### src/rtl/elastic_pipeline_if.sv
// elastic_pipeline_if: handshake and control bundle between an elastic_pipeline and its neighbours.
// Latency: none, wires only.
// Backpressure: carries i_ready (downstream) and o_ready (upstream); no behaviour of its own.
// Signals: upstream i_valid/o_ready/i_data, downstream o_valid/i_ready/o_data,
// flush controls i_flush/i_flush_all, status o_stage_valid/o_occupancy.
// master = the side that drives stimulus and consumes output; slave = the pipeline itself.
interface elastic_pipeline_if #(
    parameter int DATA_WIDTH = 64,
    parameter int STAGES     = 5
);
    localparam int OCC_W = $clog2(STAGES + 3);

    logic                  i_valid;
    logic                  o_ready;
    logic [DATA_WIDTH-1:0] i_data;
    logic                  o_valid;
    logic                  i_ready;
    logic [DATA_WIDTH-1:0] o_data;
    logic [STAGES-1:0]     i_flush;
    logic                  i_flush_all;
    logic [STAGES-1:0]     o_stage_valid;
    logic [OCC_W-1:0]      o_occupancy;

    modport master (
        output i_valid, i_data, i_ready, i_flush, i_flush_all,
        input  o_ready, o_valid, o_data, o_stage_valid, o_occupancy
    );

    modport slave (
        input  i_valid, i_data, i_ready, i_flush, i_flush_all,
        output o_ready, o_valid, o_data, o_stage_valid, o_occupancy
    );
endinterface

### src/rtl/elastic_pipeline.sv
// elastic_pipeline: N-stage valid/ready register chain with bubble collapse, per-stage flush and flush-all.
// Latency: STAGES cycles from accept to o_valid (STAGES+1 when ELASTIC_PIPELINE_SKID_EN is defined).
// Backpressure: i_ready ripples combinationally to o_ready; ELASTIC_PIPELINE_SKID_EN adds a 2-entry output buffer that cuts that path.
// Ports: i_clk, i_arst_n (synchronous, active-low) and bus (elastic_pipeline_if.slave) holding
// the upstream/downstream handshakes, i_flush/i_flush_all, o_stage_valid and o_occupancy.
// Stage 0 is the youngest stage, stage STAGES-1 the oldest.
module elastic_pipeline #(
    parameter int DATA_WIDTH = 64,
    parameter int STAGES     = 5
) (
    input  logic              i_clk,
    input  logic              i_arst_n,
    elastic_pipeline_if.slave bus
);
    localparam int OCC_W = $clog2(STAGES + 3);

    logic [STAGES-1:0]     valid_q;
    logic [DATA_WIDTH-1:0] data_q  [STAGES];
    logic [STAGES-1:0]     ev;
    logic [STAGES-1:0]     move;
    logic [STAGES:0]       take;
    logic [STAGES-1:0]     src_vld;
    logic [DATA_WIDTH-1:0] src_dat [STAGES];
    logic                  take_out;
    logic [1:0]            buf_occ;
    logic [OCC_W-1:0]      occ;

    // Flushed stages look empty, so they accept regardless of downstream.
    // take/move resolve from the oldest stage backwards in one pass.
    always_comb begin
        ev           = valid_q & ~bus.i_flush;
        move         = '0;
        take         = '0;
        take[STAGES] = take_out;
        for (int k = STAGES - 1; k >= 0; k--) begin
            move[k] = ev[k] & take[k+1];
            take[k] = ~ev[k] | move[k];
        end
    end

    // Source of each stage: the upstream port for stage 0, the younger neighbour otherwise.
    always_comb begin
        src_vld    = '0;
        src_vld[0] = bus.i_valid;
        src_dat[0] = bus.i_data;
        for (int k = 1; k < STAGES; k++) begin
            src_vld[k] = ev[k-1];
            src_dat[k] = data_q[k-1];
        end
    end

    // A stage that cannot take is necessarily holding a live item, so valid simply holds.
    always_ff @(posedge i_clk) begin
        if (!i_arst_n) begin
            valid_q <= '0;
            for (int k = 0; k < STAGES; k++) begin
                data_q[k] <= '0;
            end
        end else begin
            for (int k = 0; k < STAGES; k++) begin
                if (bus.i_flush_all) begin
                    valid_q[k] <= 1'b0;
                end else if (take[k]) begin
                    valid_q[k] <= src_vld[k];
                end
                if (!bus.i_flush_all && take[k] && src_vld[k]) begin
                    data_q[k] <= src_dat[k];
                end
            end
        end
    end

`ifdef ELASTIC_PIPELINE_SKID_EN
    logic [DATA_WIDTH-1:0] buf_dat [2];
    logic                  wr_ptr;
    logic                  rd_ptr;
    logic                  push;
    logic                  pop;
    logic [1:0]            buf_cnt;

    // Acceptance into the buffer uses only its registered count, which is
    // what removes the i_ready -> o_ready path.
    assign take_out = (buf_cnt != 2'd2);
    assign push     = move[STAGES-1];
    assign pop      = (buf_cnt != 2'd0) & bus.i_ready;

    always_ff @(posedge i_clk) begin
        if (!i_arst_n) begin
            buf_dat[0] <= '0;
            buf_dat[1] <= '0;
            wr_ptr     <= 1'b0;
            rd_ptr     <= 1'b0;
            buf_cnt    <= 2'd0;
        end else if (bus.i_flush_all) begin
            wr_ptr  <= 1'b0;
            rd_ptr  <= 1'b0;
            buf_cnt <= 2'd0;
        end else begin
            if (push) begin
                buf_dat[wr_ptr] <= data_q[STAGES-1];
                wr_ptr          <= ~wr_ptr;
            end
            if (pop) begin
                rd_ptr <= ~rd_ptr;
            end
            buf_cnt <= buf_cnt + {1'b0, push} - {1'b0, pop};
        end
    end

    assign bus.o_valid = (buf_cnt != 2'd0);
    assign bus.o_data  = buf_dat[rd_ptr];
    assign buf_occ     = buf_cnt;
`else
    assign take_out    = bus.i_ready;
    assign bus.o_valid = ev[STAGES-1];
    assign bus.o_data  = data_q[STAGES-1];
    assign buf_occ     = 2'd0;
`endif

    // Occupancy counts registered state only; a flush shows up the following cycle.
    always_comb begin
        occ = OCC_W'(buf_occ);
        for (int k = 0; k < STAGES; k++) begin
            occ = occ + OCC_W'(valid_q[k]);
        end
    end

    assign bus.o_ready       = take[0] & ~bus.i_flush_all & i_arst_n;
    assign bus.o_stage_valid = valid_q;
    assign bus.o_occupancy   = occ;
endmodule

### src/flat_wrapper.sv
// flat-port wrapper written by rule: the top's interface ports become plain ports
module elastic_pipeline_flat 
#(
    parameter int DATA_WIDTH = 64,
    parameter int STAGES     = 5
)
  (i_clk, i_arst_n, bus_i_valid, bus_i_data, bus_i_ready, bus_i_flush, bus_i_flush_all, bus_o_ready, bus_o_valid, bus_o_data, bus_o_stage_valid, bus_o_occupancy);
  elastic_pipeline_if #(.DATA_WIDTH(DATA_WIDTH), .STAGES(STAGES)) bus_i ();
  input  logic i_clk;
  input  logic i_arst_n;
  input wire logic [$bits(bus_i.i_valid)-1:0] bus_i_valid;
  input wire logic [$bits(bus_i.i_data)-1:0] bus_i_data;
  input wire logic [$bits(bus_i.i_ready)-1:0] bus_i_ready;
  input wire logic [$bits(bus_i.i_flush)-1:0] bus_i_flush;
  input wire logic [$bits(bus_i.i_flush_all)-1:0] bus_i_flush_all;
  output wire logic [$bits(bus_i.o_ready)-1:0] bus_o_ready;
  output wire logic [$bits(bus_i.o_valid)-1:0] bus_o_valid;
  output wire logic [$bits(bus_i.o_data)-1:0] bus_o_data;
  output wire logic [$bits(bus_i.o_stage_valid)-1:0] bus_o_stage_valid;
  output wire logic [$bits(bus_i.o_occupancy)-1:0] bus_o_occupancy;
  assign bus_i.i_valid = bus_i_valid;
  assign bus_i.i_data = bus_i_data;
  assign bus_i.i_ready = bus_i_ready;
  assign bus_i.i_flush = bus_i_flush;
  assign bus_i.i_flush_all = bus_i_flush_all;
  assign bus_o_ready = bus_i.o_ready;
  assign bus_o_valid = bus_i.o_valid;
  assign bus_o_data = bus_i.o_data;
  assign bus_o_stage_valid = bus_i.o_stage_valid;
  assign bus_o_occupancy = bus_i.o_occupancy;
  elastic_pipeline #(.DATA_WIDTH(DATA_WIDTH), .STAGES(STAGES)) u_core (.i_clk(i_clk), .i_arst_n(i_arst_n), .bus(bus_i));
endmodule
### config.mk
export PLATFORM = sky130hd
export DESIGN_NAME = elastic_pipeline_flat
export DESIGN_NICKNAME = d
export VERILOG_FILES = /design/src/rtl/elastic_pipeline_if.sv /design/src/rtl/elastic_pipeline.sv /design/src/flat_wrapper.sv
export SDC_FILE = /design/constraint.sdc
export NUM_CORES = 1
export LEC_CHECK = 0
export CAP_MARGIN = 10
export CORE_ASPECT_RATIO = 1.75
export CORE_UTILIZATION = 35
export DETAILED_ROUTE_END_ITERATION = 10
export DONT_BUFFER_PORTS = 1
export SLEW_MARGIN = 10
export SYNTH_ARGS = -nofsm -noshare
export SYNTH_HDL_FRONTEND = slang
export SYNTH_SLANG_ARGS = --single-unit
### constraint.sdc
create_clock -name i_clk -period 7.1 [get_ports i_clk]
set_input_delay 1.065 -clock i_clk [delete_from_list [all_inputs] [get_ports i_clk]]
set_output_delay 1.065 -clock i_clk [all_outputs]
set_load 0.05 [all_outputs]
# Word level (Yosys, flattened, before mapping)
# Memory sizes are Yosys's and may differ from the RTL's.
# Index checks and enable logic that the tools add are counted.
# totals
output_inout_bits	74
input_bits	74
rom_bits	0
ram_bits	320
reg_bits	5
wordCells	69
latch_bits	0
mem_count	1
# op_classes
bitwise_logic	26
n_eq_ne	0
div	0
n_mux	21
multipliers	0
n_lt_le_gt_ge	0
addsub	4
n_reduce_logical	12
shifts	0
# memory_table
name	words	word_bits	read_ports	rd_ports_with_merged_regs	write_ports	line	source
u_core.data_q	5	64	5	0	5	elastic_pipeline.sv:18	logic [DATA_WIDTH-1:0] data_q [STAGES];
# op_table
cell	count
two-way mux 64 bit	5
two-way mux 1 bit	16
logical AND 1 bit	10
bitwise OR 1 bit	10
adder 3 x 1 -> 3 bit	3
AND 1 bit	7
inverter 1 bit	7
AND 5 bit	1
inverter 5 bit	1
adder 1 x 1 -> 2 bit	1
OR reduction 2 bit	1
zero test 1 bit	1

# Longest topological paths before layout
# depth
depth_word	18
ltp_mapped	8
depth_no_buf	8

# Worst setup path after synthesis
# OpenSTA, ideal clock, no wires.
# synth_path
path_kind	input to register
startpoint	in bus_i_flush[4]
endpoint	mem u_core.data_q[3][0] (netlist: u_core.data_q[0][192]), enable pin
arrival_ns	6.254
path_stages	4
required_ns	6.518
setup_ns	0.582
slack_ns	0.265
path_buffers	0
cell_sequence	nor2b_1 nand2b_1 nor2_1 o31ai_1
# synth_lines
element	line	source
start: declaration	flat_wrapper.sv:14	input wire logic [$bits(bus_i.i_flush)-1:0] bus_i_flush;
end: declaration	elastic_pipeline.sv:18	

# Worst setup path after layout
# layout_path
startpoint	reg u_core.valid_q[1] (netlist: u_core.bus.o_stage_valid[1])
endpoint	out bus_o_occupancy[1]
# layout_between
elab_chain_len	4
# layout_rtl
element	line	source
start: declaration	elastic_pipeline.sv:17	logic [STAGES-1:0] valid_q;
start signal: indexed assignment	elastic_pipeline.sv:64	valid_q[k] <= src_vld[k];
adder 1 x 1 -> 2 bit	elastic_pipeline.sv:124	occ = occ + OCC_W'(valid_q[k]);
adder 3 x 1 -> 3 bit (3 in a row)	elastic_pipeline.sv:124	
end: declaration	flat_wrapper.sv:20	output wire logic [$bits(bus_i.o_occupancy)-1:0] bus_o_occupancy;
# Every way passes these cells.

==> key figures <==
Timing
  – Setup Viol. Count Final: 0
  – Setup TNS: 0 ns
  – Hold Fails Final Rpt: 0
  – Clock skew: 0.0134 ns
  – RSZ-0062 raised after global routing: no
  – Final Critical Period: 4.14 ns
  – Max transition margin: 24.1%
  – Worst-margin pin slew: 1.14 ns
  – Pins Over Slew Limit: 0
  – Period utilisation layout: 58.3%
  – F_max: 242 MHz

Routing
  – DRT Wirelength: 20.0 mm
  – Per-cell routed wire length: 13.0 um
  – Via density: 4.24
  – Drt pass-1 iters: 4
  – Total number of vias: 6559
  – Number of DRC markers in iteration 0: 360
  – DRT antenna net count: 0
  – # DRC: 0

Synthesis
  – Biggest area consumer among synthesized cells: edfxtp_1
  – Post-synth top area share: 72.7%
  – Library cells used by synthesis: 26
  – Sequential fraction of the synthesis area: 73.4%
  – Post-synthesis cell count: 1148
  – Post-synthesis register bit count: 325
  – Yosys warnings: 0
  – Synth top area cells: edfxtp_1, nor2_1, nand2_1
  – Synth Area per Inst: 11.5 um^2
  – Post-Syn Area: 13200 um^2
  – Post-synth net total: 1226

Clock tree
  – # Post-CTS Setup Buffers: 0
  – Clock latency on the worst-skew pair: 0.54 ns
  – Number of buffers created by CTS: 27
  – Clock sink count: 325
  – CTS Hold Bufs: 0
  – Reg clk slew, reported paths: 0.07 ns
  – Htree depth: 1
  – CTS tree: built
  – PostCTS Resize Cnt: 0
  – Deepest clock path buffer count: 3
  – Root buf cell: clkbuf_16

Cells and area
  – Most common cell after layout, fill and taps aside: nor2_1
  – Share of layout cells above drive strength 1: 5.33%
  – Final Util: 37.9%
  – Area grow syn2layout: 6.05%
  – Most frequent cells in the layout: nor2_1, nand2_1, edfxtp_1
  – Final Net Count: 1130

Global route
  – Largest net degree at the start of global routing: 255
  – Initial antenna violation count: 2
  – Number of global-route vias before repair: 6278
  – Global Route Usage Sum: 10.3%
  – GRT overflow: 0
  – Global-route wire length before repair: 32.4 mm

Hold path
  – Min-delay worst type: reg2reg

Floorplanning
  – Die height: 259 um
  – Die area: 38600 um^2
  – Die width: 149 um
  – Cell row count: 93
  – I/O pin total: 148
  – Core area: 37000 um^2
  – Initial core utilization: 35.7%

Critical path
  – Worst path slowest cell: dfxtp_1
  – Crit path cell chain: ha_1, inv_1, fa_1, inv_1, ha_1, inv_1, fa_1, inv_1
  – Critical path required time: 6.03 ns
  – Most used cell, CP: inv_1
  – Setup crit start kind: flip-flop
  – Kind of critical path: reg2out
  – CP peak stage delay: 0.69 ns
  – Worst Setup End Kind: output port
  – Critical Path Fanout Max: 4
  – WP data arrival: 3.07 ns

Pwr
  – Peak supply drop: 123 uV
  – Leak: 4.98 nW
  – P per Cell Area: 274 nW/um^2

Status
  – Status: completed

Placed design
  – Final GP Congestion: 0.759
  – Detail Placement HPWL: 12.4 mm
  – Port Buffers: 0

Job
  – Max cap viols: 0
==> state kept, by name, indices dropped and copies added, names as in the netlist <==
register and flops:
u_core.bus.o_stage_valid 5, u_core.data_q 320
==> metrics by stage <==
stage	instances	total power, mW	hold WS, ns	area, um^2	setup WS [ns]
after floorplan	1148	2.48	0.516	13200	0.265
after global placement	1498	2.49	0.526	13200	3.56
after detailed placement	1498	2.50	0.526	13200	3.52
after CTS	1544	3.90	0.539	14000	2.93
after global routing	1546	3.99	0.558	14000	2.87
final	1546	3.85	0.535	14000	2.96
==> worst max-delay path, delay by kind of cell, from the launching register on <==
| family | cells | cell delay [ns] |
|---|---|---|
| fa+ha+maj | 4 | 1.33 |
| buf+inv | 4 | 0.53 |
| flops | 1 | 0.69 |
==> area by class of cell <==
class | count | area [um^2]
clock buffer | 33 | 698
antenna | 2 | 5.00
timing repair buffer | 10 | 100
tap | 475 | 594
clock inverter | 13 | 129
inverter | 8 | 30.0
fill | 3623 | 23000
multi-input combinational | 680 | 2760
sequential | 325 | 9710
==> per-layer routing <==
| metal | global-route usage [%] | wire length [um] | vias to the layer above |
|---|---|---|---|
| met3 | 2.37 | 994 | 37 |
| met1 | 13.1 | 8980 | 2926 |
| met2 | 16.7 | 9500 | 125 |
| met4 | 4.59 | 550 | 0 |
| li1 | - | - | 3471 |
| met5 | 0 | 0 | - |
==> Yosys cell counts (all sizes together) <==
library cell and instances:
edfxtp 320, nor4bb 1, nand2 324, ha 2
nand3 1, nor2b 3, nor3b 1, o21ai 1
clkbuf 37, nor2 325, nand2b 7, dfxtp 5
fa 2, nand3b 1, a211oi 1, and2 1
inv 8, mux2i 1, o21a 2, buf 98
a21oi 2, nor3 1, and4bb 1, o31ai 3
==> logic make-up after synthesis <==
group	count (synthesis)	share of synthesized area, %
buffers and inverters	143	6.19
adders and majority gates	4	0.492
and+or+nand+nor	666	19.3
AOI/OAI and AO/OA	9	0.492
DFF	325	73.4
muxes	1	0.0757
==> report_power, final <==
| part | switching [mW] | internal [mW] | leakage (nW) |
|---|---|---|---|
| clock network | 0.627 | 0.773 | 0.400 |
| registers | 0.0874 | 2.21 | 3.36 |
| logic | 0.120 | 0.0313 | 1.22 |
| total | 0.835 | 3.01 | 4.98 |
==> path summary, 6_finish.rpt <==
check / slack [ns] / depth (start not counted) / to / startpoint
max: 2.96 / 8 / bus_o_occupancy[1] / u_core.bus.o_stage_valid[1]
min: 0.54 / 2 / u_core.data_q[0][79] / u_core.data_q[0][15]
max reg2reg: 3.79 / 6 / u_core.data_q[0][46] / u_core.bus.o_stage_valid[0]
min reg2reg: 0.54 / 2 / u_core.data_q[0][79] / u_core.data_q[0][15]
Power figures use the tool's default switching activity.
